[src/rtl/bcd_pkg.sv]
// Shared types and constants for the binary-to-BCD converter.
package bcd_pkg;

    localparam int DIGIT_W = 4;
    localparam logic [DIGIT_W-1:0] BLANK_CODE = 4'hF;

    typedef enum logic [1:0] {
        IDLE  = 2'd0,
        SHIFT = 2'd1,
        DONE  = 2'd2
    } state_t;

endpackage

[src/rtl/bin_to_bcd_if.sv]
// Request/result bundle between a requester (master) and the converter core (slave).
interface bin_to_bcd_if #(
    parameter int WIDTH  = 16,
    parameter int DIGITS = 5
);
    logic                  start;
    logic [WIDTH-1:0]      bin_in;
    logic                  busy;
    logic                  done;
    logic [4*DIGITS-1:0]   bcd_out;

    modport master (
        output start,
        output bin_in,
        input  busy,
        input  done,
        input  bcd_out
    );

    modport slave (
        input  start,
        input  bin_in,
        output busy,
        output done,
        output bcd_out
    );
endinterface

[src/rtl/bcd_digit_adj.sv]
// Double-dabble digit correction: a BCD digit of 5 or more gets +3 before the shift.
module bcd_digit_adj
    import bcd_pkg::*;
(
    input  logic [DIGIT_W-1:0] digit,
    output logic [DIGIT_W-1:0] adjusted
);
    assign adjusted = (digit >= 4'd5) ? digit + 4'd3 : digit;
endmodule

[src/rtl/bin_to_bcd_core.sv]
// Sequential double-dabble converter core. Define BIN_TO_BCD_BLANK_EN to blank
// leading zero digits with BLANK_CODE (units digit is never blanked).
module bin_to_bcd_core
    import bcd_pkg::*;
#(
    parameter int WIDTH  = 16,
    parameter int DIGITS = 5
) (
    input  logic          clk,
    input  logic          rst_n,
    bin_to_bcd_if.slave   bus
);
    localparam int SCR_W = DIGIT_W * DIGITS;
    localparam int CNT_W = $clog2(WIDTH + 1);

    state_t             state_reg;
    state_t             state_next;
    logic [WIDTH-1:0]   shift_reg;
    logic [SCR_W-1:0]   scratch_reg;
    logic [CNT_W-1:0]   count_reg;
    logic [SCR_W-1:0]   bcd_reg;

    logic [SCR_W-1:0]   adj;
    logic [SCR_W-1:0]   scratch_shifted;
    logic [SCR_W-1:0]   bcd_fmt;
    logic               last_shift;
    logic               unused_msb;

    genvar gi;
    generate
        for (gi = 0; gi < DIGITS; gi++) begin : g_adj
            bcd_digit_adj u_adj (
                .digit    (scratch_reg[gi*DIGIT_W +: DIGIT_W]),
                .adjusted (adj[gi*DIGIT_W +: DIGIT_W])
            );
        end
    endgenerate

    // The top scratch bit always shifts out as zero given 10^DIGITS > 2^WIDTH-1.
    assign unused_msb      = adj[SCR_W-1];
    assign scratch_shifted = {adj[SCR_W-2:0], shift_reg[WIDTH-1]};
    assign last_shift      = (count_reg == CNT_W'(1));

    always_comb begin
        logic lead;
        bcd_fmt = scratch_shifted;
        lead    = 1'b1;
`ifdef BIN_TO_BCD_BLANK_EN
        for (int k = DIGITS - 1; k >= 1; k--) begin
            if (lead && (scratch_shifted[k*DIGIT_W +: DIGIT_W] == '0)) begin
                bcd_fmt[k*DIGIT_W +: DIGIT_W] = BLANK_CODE;
            end else begin
                lead = 1'b0;
            end
        end
`else
        lead = 1'b0;
`endif
    end

    // State register
    always_ff @(posedge clk or negedge rst_n) begin
        if (!rst_n) begin
            state_reg <= IDLE;
        end else begin
            state_reg <= state_next;
        end
    end

    // Next-state logic
    always_comb begin
        state_next = state_reg;
        case (state_reg)
            IDLE:    if (bus.start) state_next = SHIFT;
            SHIFT:   if (last_shift) state_next = DONE;
            DONE:    state_next = IDLE;
            default: state_next = IDLE;
        endcase
    end

    // Output logic
    always_comb begin
        bus.busy = (state_reg != IDLE);
        bus.done = (state_reg == DONE);
    end

    assign bus.bcd_out = bcd_reg;

    // The result is latched on the final shift edge so it is valid in the DONE cycle.
    always_ff @(posedge clk or negedge rst_n) begin
        if (!rst_n) begin
            shift_reg   <= '0;
            scratch_reg <= '0;
            count_reg   <= '0;
            bcd_reg     <= '0;
        end else begin
            case (state_reg)
                IDLE: begin
                    if (bus.start) begin
                        shift_reg   <= bus.bin_in;
                        scratch_reg <= '0;
                        count_reg   <= CNT_W'(WIDTH);
                    end
                end
                SHIFT: begin
                    scratch_reg <= scratch_shifted;
                    shift_reg   <= shift_reg << 1;
                    count_reg   <= count_reg - CNT_W'(1);
                    if (last_shift) begin
                        bcd_reg <= bcd_fmt;
                    end
                end
                default: ;
            endcase
        end
    end
endmodule

[src/rtl/bin_to_bcd.sv]
// Binary-to-BCD converter top: plain ports wrapped onto the converter bundle.
module bin_to_bcd
    import bcd_pkg::*;
#(
    parameter int WIDTH  = 16,
    parameter int DIGITS = 5
) (
    input  logic                clk,
    input  logic                rst_n,
    input  logic                start,
    input  logic [WIDTH-1:0]    bin_in,
    output logic                busy,
    output logic                done,
    output logic [4*DIGITS-1:0] bcd_out
);
    bin_to_bcd_if #(.WIDTH(WIDTH), .DIGITS(DIGITS)) bus ();

    assign bus.start  = start;
    assign bus.bin_in = bin_in;
    assign busy       = bus.busy;
    assign done       = bus.done;
    assign bcd_out    = bus.bcd_out;

    bin_to_bcd_core #(
        .WIDTH  (WIDTH),
        .DIGITS (DIGITS)
    ) u_core (
        .clk   (clk),
        .rst_n (rst_n),
        .bus   (bus.slave)
    );
endmodule
[config.mk]
export PLATFORM = sky130hd
export DESIGN_NAME = bin_to_bcd
export DESIGN_NICKNAME = d
export VERILOG_FILES = /design/src/rtl/bcd_pkg.sv /design/src/rtl/bin_to_bcd_if.sv /design/src/rtl/bcd_digit_adj.sv /design/src/rtl/bin_to_bcd_core.sv /design/src/rtl/bin_to_bcd.sv
export SDC_FILE = /design/constraint.sdc
export NUM_CORES = 1
export LEC_CHECK = 0
export ABC_AREA = 0
export BUFFER_PORTS_ARGS = -buffer_cell sky130_fd_sc_hd__buf_4
export CORE_ASPECT_RATIO = 1.1
export CORE_MARGIN = 2
export CORE_UTILIZATION = 45
export CTS_CLUSTER_SIZE = 20
export DETAILED_ROUTE_END_ITERATION = 8
export PLACE_DENSITY = 0.74
export SLEW_MARGIN = 0
export SYNTH_ARGS = -nofsm -noshare
export SYNTH_HDL_FRONTEND = slang
export SYNTH_SLANG_ARGS = --single-unit
[constraint.sdc]
create_clock -name clk -period 1.8 [get_ports clk]
set_clock_uncertainty 0.15 [all_clocks]
set_input_delay 0.27 -clock clk [delete_from_list [all_inputs] [get_ports clk]]
set_output_delay 0.27 -clock clk [all_outputs]
set_load 0.05 [all_outputs]
# Word-level counts from Yosys, hierarchy flattened
# Index checks and enable logic that the tools add are counted.
# Widths: inputs -> output; s select.
[op_classes] add_sub_neg=6 multipliers=0 n_div=0 magnitude_cmp=5 eq_ne=5 shifts=0 mux=14 bitwise_logic=0 n_reduce_logical=6
[op_table] operator="$pmux 20 s2" n=1
[op_table] operator="$pmux 16 s2" n=1
[op_table] operator="$ge 4x3->1 const B" n=5
[op_table] operator="$mux 20" n=1
[op_table] operator="$add 4x2->4 const B" n=4
[op_table] operator="$mux 16" n=1
[op_table] operator="$mux 4" n=4
[op_table] operator="$pmux 5 s2" n=1
[op_table] operator="$reduce_and 2->1" n=3
[op_table] operator="$eq 5x1->1 const B" n=1
[op_table] operator="$mux 5" n=1
[op_table] operator="$sub 5x1->5 const B" n=1
[op_table] operator="$mux 2" n=2
[op_table] operator="$pmux 2 s2" n=1
[op_table] operator="$reduce_bool 2->1" n=2
[op_table] operator="$add 3x2->3 const B" n=1
[op_table] operator="$mux 3" n=1
[op_table] operator="$eq 2x1->1 const B" n=1
[op_table] operator="$eq 2x2->1 const B" n=1
[op_table] operator="$logic_not 2->1" n=1
[op_table] operator="$ne 2x1->1 const B" n=1
[op_table] operator="$ne 2x2->1 const B" n=1
[totals] register_bits=63 latch_bits=0 ramBits=0 rom_bits=0 n_memories=0

# Logic depth before layout (Yosys ltp)
# Gate-level depths: netlist of the first run.
[logic_depth] word_depth=3 mapped_depth=7

# Hierarchy
# A second synthesis of the first run with hierarchy kept.
[hier_totals] cells_unflattened=287 hier_area_um2=3220.6
[modules_own_cells] mod="bin_to_bcd_core" instances=1 cells_per_inst=207 area_each_um2=2713.9 seq_area_each_um2=1576.5
[modules_own_cells] mod="bcd_digit_adj" instances=5 cells_per_inst=16 area_each_um2=101.3 seq_area_each_um2=0.0

# Least setup slack after synthesis of the first run
# No wires, ideal clock.
[synth_path] path_kind="reg2out" startpoint="register u_core.state_reg[0]" endpoint="output port done" t_arrival_ns=1.462 setup_slack_ns=-0.082 path_stages_with_launch=4 n_path_buf=2 path_cell_list="dfrtp_1 > buf_2 > buf_1 > nor2b_1"
[synth_via] elab_chain_len=1
[synth_lines] element="start: declaration" line_no="bin_to_bcd_core.sv:16" text="state_t state_reg;"
[synth_lines] element="start signal: assignment" line_no="bin_to_bcd_core.sv:66" text="state_reg <= state_next;"
[synth_lines] element="$eq 2x2->1" line_no="bin_to_bcd_core.sv:84" text="bus.done = (state_reg == DONE);"
[synth_lines] element="end: declaration" line_no="bin_to_bcd.sv:13" text="output logic done,"
# Every way passes these cells.

# Worst setup path after layout of the first run
[layout_path] startpoint="register u_core.scratch_reg[8]" endpoint="register u_core.scratch_reg[10]"
[layout_via] elab_chain_len=3 word_cells_on_any_way=4
[layout_lines] element="start: declaration" line_no="bin_to_bcd_core.sv:19" text="logic [SCR_W-1:0] scratch_reg;"
[layout_lines] element="start signal: assignment" line_no="bin_to_bcd_core.sv:106" text="scratch_reg <= scratch_shifted;"
[layout_lines] element="$add 4x2->4 / $ge 4x3->1 (equally long branches)" line_no="bcd_digit_adj.sv:8" text="assign adjusted = (digit >= 4'd5) ? digit + 4'd3 : digit;"
[layout_lines] element="$mux 4 *" line_no="bcd_digit_adj.sv:8"
[layout_lines] element="$pmux 20 s2 *" line_no="bin_to_bcd_core.sv:97" text="case (state_reg)"
# Every way passes the cells marked *; elsewhere a longest branch is shown, timed or not.
# A chain may end at the register's enable or synchronous reset.

==> flow_metrics.env, run 1 <==
export IMPL_cts_root_buf="clkbuf_8"
export IMPL_routabilityCongestion=0.783
export IMPL_start_util_pct=46.2
export IMPL_die_x_um=82.2
export IMPL_viasPerCell=5.32
export IMPL_grt_total_usage_pct=18.1
export IMPL_seq_area_frac_synth_pct=52.0
export IMPL_grt_max_degree=45
export IMPL_fmax_mhz=573
export IMPL_tightest_slew_ns=0.333
export IMPL_startpoint_type="flop"
export IMPL_final_max_slew_viol_count=0
export IMPL_synth_edff_count=0
export IMPL_die_y_um=90.1
export IMPL_ys_types=32
export IMPL_setup_viol=0
export IMPL_portBuffers=40
export IMPL_endpoint_kind="flop"
export IMPL_slew_headroom_pct=77.5
export IMPL_fin_crit_ns=1.74
export IMPL_yosysTopAreaCell="dfrtp_1"
export IMPL_num_antenna_cells=0
export IMPL_post_route_period_util_pct=96.9
export IMPL_dp_cells=421
export IMPL_synth_ff_type="dfrtp_1"
export IMPL_hold_path_class="in -> reg"
export IMPL_place_hpwl_um=4170
export IMPL_die_area_sq_um=7400
export IMPL_netlist_area_leader_share_pct=52.0
export IMPL_syn_inst=298
export IMPL_cp_slowest_cell="dfrtp_1"
export IMPL_htree_levels=3
export IMPL_antenna_found_initial=0
export IMPL_grt_pass1_vias=2315
export IMPL_vias=2355
export IMPL_syn_nets=329
export IMPL_synth_seq_cells=63
export IMPL_clk_pin_slew_ns=0.07
export IMPL_final_common_cell="dfrtp_1"
export IMPL_cts_buffer_depth=2
export IMPL_grt_use_met2_pct=28.0
export IMPL_nets=387
export IMPL_ys_warn_count=0
export IMPL_grt_pass1_wl_um=10500
export IMPL_drt_initial_drc_count=99
export IMPL_status="complete, no violations"
export IMPL_worstPathRequired_ns=1.91
export IMPL_finalHoldViolCount=0
export IMPL_ir_worst_vdd_mv=1.03
export IMPL_instances_no_fill=443
export IMPL_async_reset_ff_share_pct=100
export IMPL_worst_path_buf_inv=1
export IMPL_crit_fanout=4
export IMPL_synth_avg_cell_area_sq_um=10.2
export IMPL_power_density_nw_per_um2=2010
export IMPL_fp_coreArea_sq_um=6560
export IMPL_top_usage_layer="met2"
export IMPL_worst_hold_slack_ns=0.0517
export IMPL_tritoncts="built"
export IMPL_overflow=0
export IMPL_drive_above_1_share_pct=33.2
export IMPL_area_growth_pct=23.1
export IMPL_ioPinCount=41
export IMPL_use_met1_pct=23.7
export IMPL_drc=0
export IMPL_final_cell_mix="dfrtp_1 (62), buf_4 (60), nand2_1 (50), o21ai_0 (45), a22oi_1 (14)"
export IMPL_num_rows=31
export IMPL_ant_nets=0
export IMPL_crit_family="flip-flops"
export IMPL_power_leakage_nw=1.68
export IMPL_wirelength_um=6270
export IMPL_drtPass1Iterations=4
export IMPL_syn_cell_area_sq_um=3030
export IMPL_synthTopCellsByArea="dfrtp_1 (52%), o21ai_0 (7.6%), nand2_1 (6.2%)"
export IMPL_wire_per_inst_um=14.2
export IMPL_cts_sinks=63
export IMPL_worstPathArrival_ns=1.85
export IMPL_path_cells="inv_2, ha_2, nand2b_1, a21oi_2, mux2_2, o21ai_0"
export IMPL_cap_viol_max_count=0
export IMPL_clk_latency_ns=0.34
export IMPL_cts_buffers=9
export IMPL_critPathKind="reg -> reg"
export IMPL_grtUsageMet3_pct=3.51
export IMPL_cpPeakStageDelay_ns=0.42
==> Yosys cell counts (all sizes together) (2+ instances only) <==
library cell and count:
ha 12, nor3b 4, a21oi 16, a22o 2, o21ai 59, a31oi 5, nor4b 2, nor2b 3
buf 10, nand2 51, nand2b 7, clkbuf 5, inv 14, nand3 2, or3b 6, xnor2 6
dfrtp 63, nor3 5, a22oi 14, mux2 7
==> kinds of logic (layout without fill, tap and decap cells) <==
| kind of cell | count (synthesis) | in the layout | share of synthesized area [%] |
|---|---|---|---|
| buffers and inverters | 29 | 92 | 4.46 |
| AO/OA/AOI/OAI | 98 | 98 | 19.7 |
| XOR/XNOR | 6 | 6 | 1.73 |
| multiplexers | 7 | 7 | 2.85 |
| flip-flops | 63 | 63 | 52.0 |
| adder cells (fa/ha/maj) | 12 | 12 | 4.96 |
| AND/OR/NAND/NOR | 83 | 83 | 14.3 |
==> per-layer routing <==
metal  up-vias  wire length [um]  share of wire [%]
met5         -                 0                  0
met4         0               120                1.9
met3        12               293                4.7
met2        45              2950                 47
met1      1147              2900                 46
li1       1151                 -                  -
==> area by class of cell <==
type / count / area, sq um
repair buffers: 62 / 480
clock buffers: 12 / 135
fillers: 580 / 2830
well taps: 82 / 103
inverters: 14 / 55.1
multi-input cells: 206 / 1360
flip-flops and latches: 63 / 1580
clock inverters: 4 / 22.5
==> where the power goes <==
part	switching, mW	internal, mW	total (mW)
sequential	0.531	2.08	2.61
combinational	2.32	1.56	3.88
clock	0.534	0.494	1.03
total	3.38	4.13	7.51
==> worst reg2reg max path, stage by stage, from the launching register on <==
cell	delay, ns
dfrtp_1	0.42
inv_2	0.09
ha_2	0.21
nand2b_1	0.09
a21oi_2	0.18
mux2_2	0.37
o21ai_0	0.15
==> final timing paths <==
path | from | end | slack, ns | depth (start not counted)
worst min register to register | u_core.bus.bcd_out[18] | u_core.bus.bcd_out[18] | 0.33 | 2
worst max register to register | u_core.scratch_reg[8] | u_core.scratch_reg[10] | 0.06 | 6
worst min-delay path | bin_in[0] | u_core.shift_reg[0] | 0.05 | 3
max in group asynchronous | rst_n | u_core.state_reg[0] | 0.78 | 3
worst max-delay path | u_core.scratch_reg[8] | u_core.scratch_reg[10] | 0.06 | 6
min in group asynchronous | rst_n | u_core.shift_reg[3] | 0.20 | 2
==> repair_timing <==
action / 4_1_cts / 5_1_grt
endpoints found under the setup margin: 5 / 16
pin swaps: 0 / 5
hold endpoints to repair: 63 / 0
gates resized for setup: 4 / 11
buffers inserted: 0 / 5
hold buffers: 1 / 0
==> through the flow <==
| step | TNS, ns | setup slack [ns] | power, mW | utilization, % | cell area (sq um) |
|---|---|---|---|---|---|
| CTS | 0 | 0.0238 | 7.42 | 56.0 | 3670 |
| floorplan | 0 | 0.0577 | 5.26 | - | 3030 |
| global route | -0.0252 | -0.0206 | 8.08 | 56.9 | 3730 |
| global placement | 0 | 0.0859 | 6.18 | 53.3 | 3490 |
| detailed placement | -0.0136 | -0.00941 | 6.31 | 53.3 | 3490 |
| finish | 0 | 0.0551 | 7.51 | 56.9 | 3730 |
No activity file was read; power rests on OpenSTA's default activity.
==> run 2, diff against run 1 <==
Settings changed: CORE_UTILIZATION 45 to 25, PLACE_DENSITY 0.74 to 0.5.
==> run 2 against run 1 <==
  * Count of clock-buffer cells in the layout decreased by 2
  * Combinational power barely moved
  * Via count fell by 1.2%
  * Clock power increased by 86%
  * Critical path depth down 3
  * Sequential share of layout area decreased by 2.7 points
  * Flip-flop and latch count is the same
  * Utilization shrank 23 points
  * Sequential power is essentially flat
  * Worst hold slack improved by 0.0063 ns
  * Non-clock buffer count down 2
  * Cell count rose by 16%
==> flow_metrics.env, run 2 (synthesis gave the netlist of run 1 again) <==
export IMPL_final_cell_mix="dfrtp_1 (62), buf_4 (57), nand2_1 (50), o21ai_0 (44), a22oi_1 (14)"
export IMPL_area_growth_pct=31.6
export IMPL_r2r_slack_ns=0.09
export IMPL_startpoint_type="flop"
export IMPL_vias=2327
export IMPL_drtPass1Iterations=5
export IMPL_wire_per_inst_um=13.7
export IMPL_grt_total_usage_pct=11.7
export IMPL_slew_headroom_pct=71.0
export IMPL_nets=385
export IMPL_setup_viol=0
export IMPL_ir_worst_vdd_mv=0.839
export IMPL_cts_buffers=9
export IMPL_die_x_um=109
export IMPL_drc=0
export IMPL_die_y_um=119
export IMPL_endpoint="busy"
export IMPL_post_route_period_util_pct=97.2
export IMPL_hold_path_class="in -> reg"
export IMPL_grt_pass1_vias=2376
export IMPL_num_antenna_cells=0
export IMPL_die_area_sq_um=13000
export IMPL_fin_crit_ns=1.75
export IMPL_clk_latency_ns=0.33
export IMPL_grt_pass1_wl_um=11800
export IMPL_crit_fanout=9
export IMPL_instances_no_fill=513
export IMPL_clk_pin_slew_ns=0.06
export IMPL_htree_levels=3
export IMPL_r2r_end="u_core.scratch_reg[10]"
export IMPL_power_density_nw_per_um2=2110
export IMPL_cts_root_buf="clkbuf_16"
export IMPL_reg2regPathDepth=6
export IMPL_worstPathRequired_ns=1.38
export IMPL_final_common_cell="dfrtp_1"
export IMPL_critPathKind="reg -> out"
export IMPL_drt_initial_drc_count=149
export IMPL_cap_viol_max_count=0
export IMPL_fp_coreArea_sq_um=11900
export IMPL_portBuffers=40
export IMPL_routabilityCongestion=0.736
export IMPL_cts_sinks=63
export IMPL_worstPathArrival_ns=1.33
export IMPL_place_hpwl_um=4740
export IMPL_power_leakage_nw=1.75
export IMPL_drive_above_1_share_pct=34.0
export IMPL_startpoint="u_core.state_reg[1]"
export IMPL_wirelength_um=7050
export IMPL_tritoncts="built"
export IMPL_finalHoldViolCount=0
export IMPL_num_rows=42
export IMPL_rr_startpoint="u_core.scratch_reg[8]"
export IMPL_viasPerCell=4.54
export IMPL_start_util_pct=25.4
export IMPL_antenna_found_initial=0
export IMPL_cts_buffer_depth=2
export IMPL_grt_max_degree=34
export IMPL_final_max_slew_viol_count=0
export IMPL_overflow=0
export IMPL_dp_cells=494
export IMPL_post_route_util_pct=33.4
export IMPL_ioPinCount=41
export IMPL_ant_nets=0
export IMPL_endpoint_kind="output port"
export IMPL_status="complete, no violations"
export IMPL_tightest_slew_ns=0.435
export IMPL_fmax_mhz=571
run 2: changes by cell type in the layout (fill, tap and decap cells not counted), sizes merged:
| cell | previous run | this run |
|---|---|---|
| buf | 61 | 59 |
| bufinv | 0 | 2 |
| clkbuf | 12 | 10 |
| clkinv | 3 | 1 |
| clkinvlp | 1 | 2 |
| inv | 14 | 15 |
run 2: area by class of cell:
type / count / area [sq um]
clock buffer: 10 / 239
clock inverter: 6 / 92.6
fill: 1217 / 7940
inverter: 14 / 55.1
multi-input combinational: 206 / 1360
sequential: 63 / 1580
tap: 154 / 193
timing repair buffer: 60 / 469
run 2: repair_timing:
| action | CTS | global route |
|---|---|---|
| setup buffers | 1 | 1 |
| setup endpoints to repair | 2 | 12 |
| hold endpoints to repair | 30 | 0 |
| hold buffers | 1 | 0 |
| gates resized for setup | 2 | 17 |
| pin swaps | 0 | 5 |
run 2: layer usage:
layer | wire [um] | global-route usage, % | vias to the layer above
met1 | 3420 | 15.6 | 1119
met2 | 3290 | 17.9 | 43
li1 | - | - | 1158
met5 | 0 | 0 | -
met3 | 268 | 2.85 | 7
met4 | 76 | 4.97 | 0
run 2: critical path, cell delays in order (launching register included):
cell and delay, ns:
dfrtp_2 0.40, buf_4 0.16, or2_2 0.28, buf_6 0.16
run 2: report_power, final:
| part | internal, mW | switching (mW) | total, mW |
|---|---|---|---|
| combinational | 1.54 | 2.33 | 3.87 |
| sequential | 2.08 | 0.543 | 2.62 |
| clock | 1.26 | 0.665 | 1.92 |
run 2: stage by stage:
step	setup TNS, ns	setup WS (ns)	area [sq um]	total power [mW]	hold slack (ns)
final	0	0.0502	3990	8.41	0.0579
after global routing	-0.0175	-0.0145	3990	9.03	0.0529
after CTS	0	0.00147	3940	8.36	0.0510
after detailed placement	0	0.00992	3590	6.38	0.101
after global placement	0	0.0522	3590	6.29	0.101
after floorplan	0	0.0577	3030	5.26	-0.176
run 2: worst min path at each step:
| stage | slack, ns | end | cells past startpoint | start |
|---|---|---|---|---|
| 5_1_grt | 0.05 | u_core.shift_reg[0] | 3 | bin_in[0] |
| 6_report | 0.06 | u_core.shift_reg[0] | 3 | bin_in[0] |
| 2_1_floorplan | -0.18 | u_core.bus.bcd_out[0] | 0 | rst_n |
| 3_3_place_gp | 0.10 | u_core.bus.bcd_out[14] | 1 | rst_n |
| 3_5_place_dp | 0.10 | u_core.bus.bcd_out[13] | 1 | rst_n |
| 4_1_cts | 0.05 | u_core.shift_reg[0] | 3 | bin_in[0] |
==> run 3, diff against run 2 <==
Settings changed: CTS_CLUSTER_DIAMETER from default to 150, PLACE_DENSITY 0.5 to 0.46, RECOVER_POWER from default to 100.
==> run 3 against run 2 <==
  * Cell area shrank 2.7%
  * Worst setup slack gained 0.0065 ns
  * Maximum frequency grew 0.37%
  * Flip-flop and latch count is the same
  * Wire length shrank 1.6%
  * Combinational power shrank 5.4%
  * Critical path depth is the same
  * Count of clock-buffer cells in the layout is the same
  * Via count shrank 0.30%
==> flow_metrics.env, run 3 (synthesis gave the netlist of run 1 again) <==
export IMPL_status="complete, no violations"
export IMPL_num_rows=42
export IMPL_nets=388
export IMPL_viasPerCell=4.50
export IMPL_final_cell_mix="dfrtp_1 (62), nand2_1 (50), o21ai_0 (45), buf_4 (35), clkbuf_1 (19)"
export IMPL_setup_viol=0
export IMPL_final_common_cell="dfrtp_1"
export IMPL_overflow=0
export IMPL_startpoint_type="flop"
export IMPL_cts_root_buf="clkbuf_16"
export IMPL_drc=0
export IMPL_post_route_util_pct=32.5
export IMPL_fmax_mhz=574
export IMPL_fin_crit_ns=1.74
export IMPL_crit_fanout=8
export IMPL_startpoint="u_core.state_reg[1]"
export IMPL_slew_headroom_pct=40.7
export IMPL_dp_cells=496
export IMPL_cts_sinks=63
export IMPL_grt_setup_unrepaired="yes"
export IMPL_start_util_pct=25.4
export IMPL_cts_buffer_depth=2
export IMPL_wirelength_um=6940
export IMPL_tightest_slew_ns=0.890
export IMPL_rr_startpoint="u_core.scratch_reg[4]"
export IMPL_grt_pass1_vias=2361
export IMPL_fp_coreArea_sq_um=11900
export IMPL_power_density_nw_per_um2=2070
export IMPL_clk_pin_slew_ns=0.06
export IMPL_power_mw=8.03
export IMPL_die_y_um=119
export IMPL_drive_above_1_share_pct=27.1
export IMPL_place_hpwl_um=4760
export IMPL_routabilityCongestion=0.794
export IMPL_min_from="bin_in[0]"
export IMPL_worstPathArrival_ns=1.32
export IMPL_grt_total_usage_pct=11.6
export IMPL_vias=2320
export IMPL_cap_viol_max_count=0
export IMPL_grt_pass1_wl_um=11700
export IMPL_worstPathRequired_ns=1.38
export IMPL_drt_initial_drc_count=82
export IMPL_endpoint_kind="output port"
export IMPL_post_route_period_util_pct=96.9
export IMPL_final_max_slew_viol_count=0
export IMPL_ioPinCount=41
export IMPL_wire_per_inst_um=13.4
export IMPL_critPathKind="reg -> out"
export IMPL_instances_no_fill=516
export IMPL_cts_buffers=9
export IMPL_drtPass1Iterations=4
export IMPL_portBuffers=40
export IMPL_clk_latency_ns=0.33
export IMPL_area_growth_pct=28.0
export IMPL_die_x_um=109
export IMPL_antenna_found_initial=0
export IMPL_hold_path_class="in -> reg"
export IMPL_tritoncts="built"
export IMPL_num_antenna_cells=0
export IMPL_die_area_sq_um=13000
export IMPL_finalHoldViolCount=0
export IMPL_ir_worst_vdd_mv=0.632
export IMPL_htree_levels=3
export IMPL_grt_max_degree=35
export IMPL_power_leakage_nw=1.64
export IMPL_ant_nets=0
run 3: report_power, final:
part	total [mW]	internal [mW]	switching [mW]
Combinational	3.66	1.36	2.31
Clock	1.77	1.11	0.653
Sequential	2.60	2.08	0.521
Total	8.03	4.55	3.48
run 3: final timing paths:
kind                                               to  slack (ns)  cells after the start
worst min register to register  u_core.bus.bcd_out[1]        0.33                      2
worst max-delay path                             busy        0.06                      3
worst min-delay path              u_core.shift_reg[0]        0.07                      3
max in group asynchronous         u_core.state_reg[0]        0.22                      3
worst max register to register  u_core.scratch_reg[6]        0.08                      6
min in group asynchronous         u_core.shift_reg[5]        0.44                      2
run 3: what timing repair did:
item                                   4_1_cts  5_1_grt
hold buffers                                 1        0
resized for setup                            2       10
buffers inserted                             1        2
endpoints found under the hold margin       31        0
setup endpoints to repair                    3       12
pin swaps                                    0        4
run 3: routing by layer:
layer	track usage (%)	wire, um	vias up
met4	4.57	98	0
met5	0	0	-
met3	3.12	270	10
li1	-	-	1157
met1	15.5	3350	1117
met2	17.8	3220	36
run 3: worst max-delay path: stages (launching register included):
cell     delay, ns
dfrtp_1       0.37
buf_4         0.16
or2_2         0.27
buf_4         0.19
run 3: through the flow:
stage / worst slack [ns] / cell area [sq um] / TNS, ns / hold slack, ns
final: 0.0566 / 3880 / 0 / 0.0728
after global routing: -0.00744 / 3880 / -0.0115 / 0.0975
after CTS: 0.000562 / 3940 / 0 / 0.0592
after detailed placement: 0.00669 / 3600 / 0 / 0.111
after global placement: 0.0424 / 3600 / 0 / 0.110
after floorplan: 0.0577 / 3030 / 0 / -0.176
run 3: cell type report:
type / instances / area (sq um)
Fill cell: 1251 / 8050
Timing Repair Buffer: 63 / 399
Clock inverter: 6 / 68.8
Clock buffer: 10 / 239
Multi-Input combinational cell: 206 / 1350
Sequential cell: 63 / 1580
Tap cell: 154 / 193
Inverter: 14 / 55.1
